## src/rtl/jk_mode_register.sv

```systemverilog
// rtl/jk_mode_register.sv - multi-mode JK/up/down/shift register with load, terminal count and overflow tracking
module jk_mode_register #(
    parameter int               WIDTH     = 8,
    parameter logic [WIDTH-1:0] RESET_VAL = '0,
    parameter bit               SATURATE  = 1'b0
) (
    input  logic             clk,
    input  logic             rst_n,
    input  logic             en,
    input  logic             load,
    input  logic [WIDTH-1:0] d,
    input  logic [1:0]       mode,
    input  logic [WIDTH-1:0] j,
    input  logic [WIDTH-1:0] k,
    input  logic             sin,
    input  logic             clr_ovf,
    output logic [WIDTH-1:0] q,
    output logic [WIDTH-1:0] qb,
    output logic             tc,
    output logic             wrap,
    output logic             ovf_flag
);

    localparam logic [1:0] MODE_JK    = 2'b00;
    localparam logic [1:0] MODE_UP    = 2'b01;
    localparam logic [1:0] MODE_DOWN  = 2'b10;
    localparam logic [1:0] MODE_SHIFT = 2'b11;

    localparam logic [WIDTH-1:0] ALL_ONES = '1;
    localparam logic [WIDTH-1:0] ALL_ZERO = '0;
    localparam logic [WIDTH-1:0] ONE      = {{(WIDTH-1){1'b0}}, 1'b1};

    logic [WIDTH-1:0] q_next;
    logic             boundary;

    assign qb = ~q;

    // Terminal count depends only on mode and state, never on en.
    always_comb begin
        tc = 1'b0;
        if (mode == MODE_UP && q == ALL_ONES) begin
            tc = 1'b1;
        end else if (mode == MODE_DOWN && q == ALL_ZERO) begin
            tc = 1'b1;
        end
    end

    // A boundary event needs an enabled count cycle at the terminal value; tc already implies a count mode.
    assign boundary = en & ~load & tc;

    // Next state for the selected run mode; saturation only changes behaviour at the boundary.
    always_comb begin
        q_next = q;
        case (mode)
            MODE_JK:    q_next = (j & ~q) | (~k & q);
            MODE_UP:    q_next = (tc && SATURATE) ? q : q + ONE;
            MODE_DOWN:  q_next = (tc && SATURATE) ? q : q - ONE;
            MODE_SHIFT: q_next = {q[WIDTH-2:0], sin};
            default:    q_next = q;
        endcase
    end

    // State register: reset beats load beats enable beats mode action.
    always_ff @(posedge clk) begin
        if (!rst_n) begin
            q    <= RESET_VAL;
            wrap <= 1'b0;
        end else if (load) begin
            q    <= d;
            wrap <= 1'b0;
        end else if (!en) begin
            wrap <= 1'b0;
        end else begin
            q    <= q_next;
            wrap <= boundary;
        end
    end

    // Sticky overflow: a boundary event in the same cycle overrides a clear request.
    always_ff @(posedge clk) begin
        if (!rst_n) begin
            ovf_flag <= 1'b0;
        end else if (boundary) begin
            ovf_flag <= 1'b1;
        end else if (clr_ovf) begin
            ovf_flag <= 1'b0;
        end
    end

endmodule

```

## config.mk

```make
export PLATFORM = sky130hd
export DESIGN_NAME = jk_mode_register
export DESIGN_NICKNAME = d
export VERILOG_FILES = /design/src/rtl/jk_mode_register.sv
export SDC_FILE = /design/constraint.sdc
export NUM_CORES = 1
export LEC_CHECK = 0
export CAP_MARGIN = 20
export CORE_ASPECT_RATIO = 0.6
export CORE_MARGIN = 2
export CORE_UTILIZATION = 45
export DETAILED_ROUTE_END_ITERATION = 8
export PLACE_DENSITY = 0.83
export SETUP_SLACK_MARGIN = 0.4
export SYNTH_ARGS = -nofsm -noshare
export SYNTH_HDL_FRONTEND = slang
export SYNTH_SLANG_ARGS = --single-unit
```

## constraint.sdc

```tcl
create_clock -name clk -period 4 [get_ports clk]
set_input_delay 0.6 -clock clk [delete_from_list [all_inputs] [get_ports clk]]
set_output_delay 0.6 -clock clk [all_outputs]
set_load 0.02 [all_outputs]
```

# After elaboration in Yosys (flattened, before gate mapping)
# Cells that the tools add are included.
# W data, S select, Z words.
[word_totals] elab_cells=33 out_inout_bits=19 reg_bits=10
[classes] reduce_logical=7 n_eq_ne=4 bitwise_logic=10 add_sub_neg=2 n_mux=7
[ops] cell="$pmux W8 S4" n=1
[ops] cell="$and A8 B8 Y8" n=2
[ops] cell="$mux W8" n=2
[ops] cell="$not A8 Y8" n=2
[ops] cell="$add A8 B1 Y8 const B" n=1
[ops] cell="$eq A8 B8 Y1 const B" n=1
[ops] cell="$logic_not A8 Y1" n=1
[ops] cell="$or A8 B8 Y8" n=1
[ops] cell="$sub A8 B1 Y8 const B" n=1
[ops] cell="$eq A2 B2 Y1 const B" n=2
[ops] cell="$mux W1" n=4
[ops] cell="$reduce_bool A2 Y1" n=2
[ops] cell="$not A1 Y1" n=3
[ops] cell="$reduce_or A3 Y1" n=1
[ops] cell="$and A1 B1 Y1" n=2
[ops] cell="$eq A2 B1 Y1 const B" n=1
[ops] cell="$logic_and A1 B1 Y1" n=2
[ops] cell="$logic_not A2 Y1" n=1

# Depth between registers and ports, before layout
# Gate-level depths: netlist (run 1).
[depth] depth_word=6 depth_mapped=12 ltp_nobuf=10

# Worst setup path after synthesis (run 1)
# No wires, ideal clock.
[synth_timing] path_kind="input -> register" from="in mode[0]" to="reg q[6]" setup_time_ns=0.123 setup_slack_ns=1.361 t_arrival_ns=2.516 stages=12 path_cell_list="inv_1 ha_1 buf_6 buf_4 xor2_1 ha_1 or3_2 a21oi_1 or4_1 nand4_1 xnor2_1 o21ai_1"
[synth_via] elab_chain_cells=4
[synth_lines] element="from (decl)" line="12" source="input logic [1:0] mode,"
[synth_lines] element="$eq A2 B2 Y1 (tied with other cells)" line="54" source="case (mode)"
[synth_lines] element="$pmux W8 S4 *" line="54"
[synth_lines] element="$mux W8 *" line="71" source="end else if (!en) begin"
[synth_lines] element="$mux W8 *" line="68" source="end else if (load) begin"
[synth_lines] element="to (signal assigned)" line="74" source="q <= q_next;"
[synth_lines] element="to (decl)" line="17" source="output logic [WIDTH-1:0] q,"
# Every way passes the cells marked *; elsewhere a longest branch is shown, timed or not. The select of a mux whose other input is x is not followed.
# A chain may end at the register's enable or synchronous reset.

# Worst setup path in the final report (run 1)
[layout_timing] from="in mode[0]" to="out tc"
[layout_via] elab_chain_cells=4
[layout_lines] element="$eq A2 B2 Y1" line="43" source="end else if (mode == MODE_DOWN && q == ALL_ZERO) begin"
[layout_lines] element="$logic_and A1 B1 Y1" line="43"
[layout_lines] element="$mux W1" line="43"
[layout_lines] element="$mux W1 *" line="41" source="if (mode == MODE_UP && q == ALL_ONES) begin"
[layout_lines] element="to (decl)" line="19" source="output logic tc,"
# Every way passes the cells marked *; elsewhere a longest branch is shown, timed or not.

==> reports/qor.txt, run 1 <==
Crit-path leading delay family -> buffers and inverters
Post-Layout Cell Count -> 252
Design area -> 1780 um^2
IO buf count -> 50
Leak -> 0.679 nW
Nets -> 260
Fraction of registers with async set/reset -> 0
Clk_lat worst skew -> 230 ps
Crit end category -> output port
Number of max-cap violations -> 0
Slew Limit Fails -> 0
CTS max path bufs -> 2
Global placer's final weighted congestion -> 0.868
CP Launch Type -> input pin
Die Span Y -> 45.4 um
Initial Util -> 0.493
Peak supply drop -> 158 uV
Max Clock Skew -> 0.655 ps
Cells after synthesis -> 183
Post-layout min period -> 3100 ps
CP Data Required Time -> 3400 ps
CTS buffer count -> 3
First drt pass iteration count -> 4
Worst-path clk slew -> 50 ps
DR vias -> 1531
Overall Global Routing Usage -> 0.261
Pre-CTS setup slack -> 524 ps
Mean Syn Cell Area -> 7.03 um^2
Main flop type after synthesis -> dfxtp_1
First-pass GRT wire length -> 6.67 mm
HPWL Detailed -> 3.02 mm
Worst Hold Path EP -> ovf_flag
WP data arrival -> 2500 ps
Syn_nets -> 221
Status -> completed
Io pins -> 51
Die X -> 73.0 um
Hold-critical path depth -> 3
Via/cell ratio -> 6.08
CP Class -> input pin to output port
GR peak layer -> met2
GRT met3 Usage -> 0.0509
Most frequent cells in the layout -> clkdlybuf4s50_1, nand2_1, o21ai_0, inv_1, a21oi_1
H-tree levels -> 1
Max Clk Rate -> 322 MHz
Tcrit/Tclk final -> 0.776
R2r startpoint -> q[1]
Critical path, cell by cell -> clkdlybuf4s50_1 > inv_1 > ha_1 > or4b_4 > nor2_1 > nand2_1 > o31ai_1 > dlymetal6s2s_1
Cts hold-fix bufs -> 0
Yosys warns -> 0
Core footprint -> 2610 um^2
Routed wire length -> 4.06 mm
Crit path buf inv count -> 3
Initial DRC count -> 123
Final setup TNS -> 0 ps
Worst R2R Path Depth -> 8
WL per Instance -> 16.1 um
Final hold violation count -> 0
Clock sinks -> 10
Seq/Total Area, Yosys -> 0.156
Power density cells -> 240 nW/um^2
Cell Area, Placed -> 1740 um^2
Vias in the first global route -> 1408
Site Rows -> 14
GR Layer Usage met2 -> 0.425
GRT met1 Usage -> 0.366
Crit-path max FO -> 4
RSZ-0062 raised after global routing -> false
Slowest stage delay, CP -> 490 ps
Min-delay src -> ovf_flag
Final setup fails -> 0
Grt ovf -> 0
DP Cell Count -> 249
Worst Tran Pin Value -> 750 ps
Largest net degree at the start of global routing -> 23
Worst Hold Class -> flop to flop
Worst slew margin -> 0.500
Layout area overhead -> 38.4%
Antenna-violating nets left -> 0
DR DRC count -> 0
Area of the die -> 3320 um^2
Fin worst setup slack -> 895 ps
Initial antenna violation count -> 0
Critical path's slowest cell -> or4b_4
ANT cells -> 0
Root buf cell -> clkbuf_8
CTS tree -> built
Post-synth EDFFs -> 0
Reg2Reg Setup Slack -> 1740 ps
Layout cells sized above 1 -> 0.0545
Fillers -> 223
Yosys reg bits -> 10
Count of cell types in the netlist -> 52
Reg-to-Reg End -> q[6]
Most common cell after layout, fill and taps aside -> clkdlybuf4s50_1
Mapped Area -> 1290 um^2
[worst register-to-register path, cell delays in order (launching register included)]
cell	delay (ps)
dfxtp_1	600
xor2_1	190
ha_1	230
a21boi_1	180
o22ai_1	120
or4_1	510
nand4_1	130
xnor2_1	120
o21ai_1	70
[where the power goes]
| part | internal [mW] | switching (mW) | total [mW] |
|---|---|---|---|
| Clock | 0.0659 | 0.0393 | 0.105 |
| Sequential | 0.107 | 0.0254 | 0.132 |
| Combinational | 0.0983 | 0.0922 | 0.191 |
[what timing repair did]
item | 4_1_cts | 5_1_grt
setup endpoints to repair | 0 | 1
setup buffers | 0 | 0
resized for setup | 0 | 1
[cells by family (layout without fill, tap and decap cells)]
family          Yosys count  in the layout  share of synthesized area
compound gates           63             63                      0.325
simple gates             60             60                      0.248
buf+inv                  30             67                      0.114
xor+xnor                 11             11                     0.0749
flops                    10             10                      0.156
fa+ha+maj                 6              6                     0.0584
mux                       3              3                     0.0243
[how the worst max path moves through the flow]
stage	endpoint	startpoint	slack, ps	cells after the start
after floorplan	q[6]	mode[0]	1360	12
after CTS	tc	mode[0]	510	8
after global placement	tc	mode[0]	630	8
after global routing	q[4]	mode[0]	720	12
after detailed placement	tc	mode[0]	520	8
final	tc	mode[0]	900	8
[layout make-up]
cell class                 count  area (um^2)  share of cell area
clock buffer                   3         41.3              0.0232
timing repair buffer          51          510               0.287
inverter                      13         48.8              0.0274
multi-input combinational    143          940               0.528
tap                           32         40.0              0.0225
sequential                    10          200               0.112
[per-layer routing]
layer	vias up	routed length [um]
met5	-	0
met4	0	0
met3	0	326
met2	73	1800
met1	725	1930
li1	733	-
[cells in the mapped netlist (4+ instances only)]
| master | instances | area, um^2 |
|---|---|---|
| o21ai_0 | 14 | 70.1 |
| a21oi_1 | 11 | 55.1 |
| nand2b_1 | 4 | 25.0 |
| xnor2_1 | 7 | 61.3 |
| a211oi_1 | 4 | 30.0 |
| clkbuf_1 | 6 | 22.5 |
| inv_1 | 13 | 48.8 |
| a31oi_1 | 5 | 31.3 |
| nand2_1 | 22 | 82.6 |
| buf_2 | 6 | 30.0 |
| nand3_1 | 4 | 20.0 |
| nor2b_1 | 5 | 31.3 |
| xor2_1 | 4 | 35.0 |
| o211ai_1 | 4 | 30.0 |
| ha_1 | 6 | 75.1 |
| dfxtp_1 | 10 | 200 |
| nor2_1 | 8 | 30.0 |
[state kept, by name, summed over array words and instances (netlist names)]
signal / cells
ovf_flag: 1
wrap: 1
q: 8
[stage by stage]
step | hold WS [ps] | total power, mW | utilization
after floorplan | 692 | 0.246 | -
after global placement | 624 | 0.316 | 0.665
after detailed placement | 613 | 0.322 | 0.665
after CTS | 629 | 0.427 | 0.681
after global routing | 679 | 0.453 | 0.682
final | 625 | 0.428 | 0.682
(Power assumes the default switching activity.)
==> inputs of run 2 (changes only) <==
- CORE_UTILIZATION: 45 -> 44
- PLACE_DENSITY: 0.83 -> 0.81
- clock period: 4 -> 3.25 ns (I/O delays scaled with it)
==> reports/qor.txt, run 2 (synthesized netlist as in run 1, its figures left out) <==
Most flops, register -> q (unchanged)
Fin worst setup slack -> 537 ps (was 895 ps)
Clk_lat worst skew -> 240 ps (was 230 ps)
Layout cells sized above 1 -> 0.115 (was 0.0545)
Critical path's slowest cell -> or4b_4 (unchanged)
Routed wire length -> 4.05 mm (was 4.06 mm)
GRT met1 Usage -> 0.367 (was 0.366)
WL per Instance -> 15.0 um (was 16.1 um)
Worst R2R Path Depth -> 8 (unchanged)
RSZ-0062 raised after global routing -> false (unchanged)
Min Hold Slack -> 621 ps (was 625 ps)
Worst-path clk slew -> 50 ps (about the same)
Power density cells -> 304 nW/um^2 (was 240 nW/um^2)
Initial antenna violation count -> 0 (unchanged)
H-tree levels -> 1 (unchanged)
Tcrit/Tclk final -> 0.835
DR vias -> 1547 (was 1531)
Peak supply drop -> 154 uV (was 158 uV)
IO buf count -> 50 (unchanged)
GRT met3 Usage -> 0.0730 (was 0.0509)
First drt pass iteration count -> 4 (unchanged)
Initial Util -> 0.454 (was 0.493)
Post-CTS Setup Bufs -> 0 (unchanged)
Final setup fails -> 0 (unchanged)
Crit end category -> output port (unchanged)
Root buf cell -> clkbuf_8 (unchanged)
Worst Tran Pin Value -> 565 ps (was 750 ps)
CP Class -> input pin to output port (unchanged)
Io pins -> 51 (unchanged)
Status -> completed (unchanged)
Overall Global Routing Usage -> 0.245 (was 0.261)
Number of max-cap violations -> 0 (unchanged)
Reg2Reg Setup Slack -> 990 ps (was 1740 ps)
Most common cell after layout, fill and taps aside -> clkdlybuf4s50_1 (unchanged)
Pre-CTS setup slack -> 0.898 ps (was 524 ps)
Largest net degree at the start of global routing -> 22 (was 23)
Layout area overhead -> 45.7% (was 38.4%)
Post-layout min period -> 2710 ps
Slew Limit Fails -> 0 (unchanged)
Worst setup startpoint -> mode[1] (was mode[0])
Grt ovf -> 0 (unchanged)
Max FFs per register -> 8 (unchanged)
Global placer's final weighted congestion -> 0.888 (was 0.868)
Final hold violation count -> 0 (unchanged)
Worst Hold Class -> flop to flop (unchanged)
R2r startpoint -> q[1] (unchanged)
Nets -> 266 (was 260)
Die Span Y -> 45.9 um (was 45.4 um)
ANT cells -> 0 (unchanged)
Final setup TNS -> 0 ps (unchanged)
Crit path buf inv count -> 2 (was 3)
Area of the die -> 3390 um^2 (was 3320 um^2)
Clock sinks -> 10 (unchanged)
Crit path capture -> tc (unchanged)
Fillers -> 259 (was 223)
WP data arrival -> 2230 ps (was 2500 ps)
Vias in the first global route -> 1287 (was 1408)
Site Rows -> 15 (was 14)
Core footprint -> 2830 um^2 (was 2610 um^2)
CP Data Required Time -> 2760 ps (was 3400 ps)
CP Launch Type -> input pin (unchanged)
Crit-path leading delay family -> buffers and inverters (unchanged)
CTS buffer count -> 3 (unchanged)
Leak -> 0.718 nW (was 0.679 nW)
Slowest stage delay, CP -> 490 ps (about the same)
Max Clk Rate -> 369 MHz
GR peak layer -> met1 (was met2)
WP depth -> 7 (was 8)
First-pass GRT wire length -> 6.32 mm (was 6.67 mm)
Antenna-violating nets left -> 0 (unchanged)
Worst slew margin -> 0.623 (was 0.500)
CTS max path bufs -> 2 (unchanged)
Critical path, cell by cell -> clkdlybuf4s50_1 > ha_1 > or4b_4 > nor2_1 > nand2_1 > o31ai_1 > buf_2 (was clkdlybuf4s50_1 > inv_1 > ha_1 > or4b_4 > nor2_1 > nand2_1 > o31ai_1 > dlymetal6s2s_1)
HPWL Detailed -> 2.99 mm (was 3.02 mm)
Max Clock Skew -> 3.91 ps (was 0.655 ps)
Initial DRC count -> 176 (was 123)
Largest regs -> q: 8 flops, ovf_flag: 1 flops, wrap: 1 flops (unchanged)
GR Layer Usage met2 -> 0.359 (was 0.425)
DR DRC count -> 0 (unchanged)
Reg-to-Reg End -> q[6] (unchanged)
Crit-path max FO -> 4 (unchanged)
Most frequent cells in the layout -> clkdlybuf4s50_1, nand2_1, o21ai_0, inv_1 (was clkdlybuf4s50_1, nand2_1, o21ai_0, inv_1, a21oi_1)
CTS tree -> built (unchanged)
Via/cell ratio -> 5.75 (was 6.08)
Die X -> 73.8 um (was 73.0 um)
run 2: cell types whose count changed in the layout (fill, tap and decap cells not counted), sizes merged:
cell	before	now
buf	1	8
clkbuf	3	4
clkdlybuf4s50	49	48
run 2: per-stage QoR:
step,std cells,utilization,power [mW],instance area [um^2]
detailed placement,265,0.633,0.402,1790
global route,269,0.661,0.601,1870
CTS,269,0.652,0.565,1850
global placement,265,0.633,0.399,1790
finish,269,0.661,0.571,1870
floorplan,183,-,0.302,1290
run 2: report_power, final:
group          total [mW]  internal (mW)  switching [mW]
clock               0.160          0.107          0.0533
sequential          0.154          0.131          0.0224
combinational       0.257          0.129           0.127
run 2: worst min path at each step:
stage,startpoint,end,cells after the start
finish,ovf_flag,ovf_flag,3
global route,ovf_flag,ovf_flag,3
CTS,ovf_flag,ovf_flag,3
detailed placement,ovf_flag,ovf_flag,3
global placement,ovf_flag,ovf_flag,3
floorplan,d[1],q[1],2
run 2: cell type report:
class / count / area (um^2) / share of cell area
repair buffers: 57 / 551 / 0.294
flip-flops and latches: 10 / 200 / 0.107
inverters: 13 / 48.8 / 0.0260
multi-input cells: 143 / 967 / 0.516
well taps: 42 / 52.6 / 0.0280
clock buffers: 4 / 55.1 / 0.0294
run 2: worst register-to-register path: stages (launching register included):
cell and delay [ps]:
dfxtp_1 600, xor2_1 200, ha_2 220, a21boi_2 180
o22ai_2 110, or4_4 520, nand4_1 120, xnor2_1 120
o21ai_1 70
run 2: repair_timing:
| action | 4_1_cts | 5_1_grt |
|---|---|---|
| setup endpoints to repair | 3 | 3 |
| resized for setup | 6 | 7 |
| hold buffers | 0 | 0 |
| endpoints found under the hold margin | 0 | 0 |
run 2: routing by layer:
| layer | wire [um] | part of all wire | vias to the layer above |
|---|---|---|---|
| li1 | - | - | 740 |
| met1 | 1850 | 0.46 | 716 |
| met2 | 1750 | 0.43 | 91 |
| met3 | 449 | 0.11 | 0 |
| met4 | 0 | 0 | 0 |
| met5 | 0 | 0 | - |
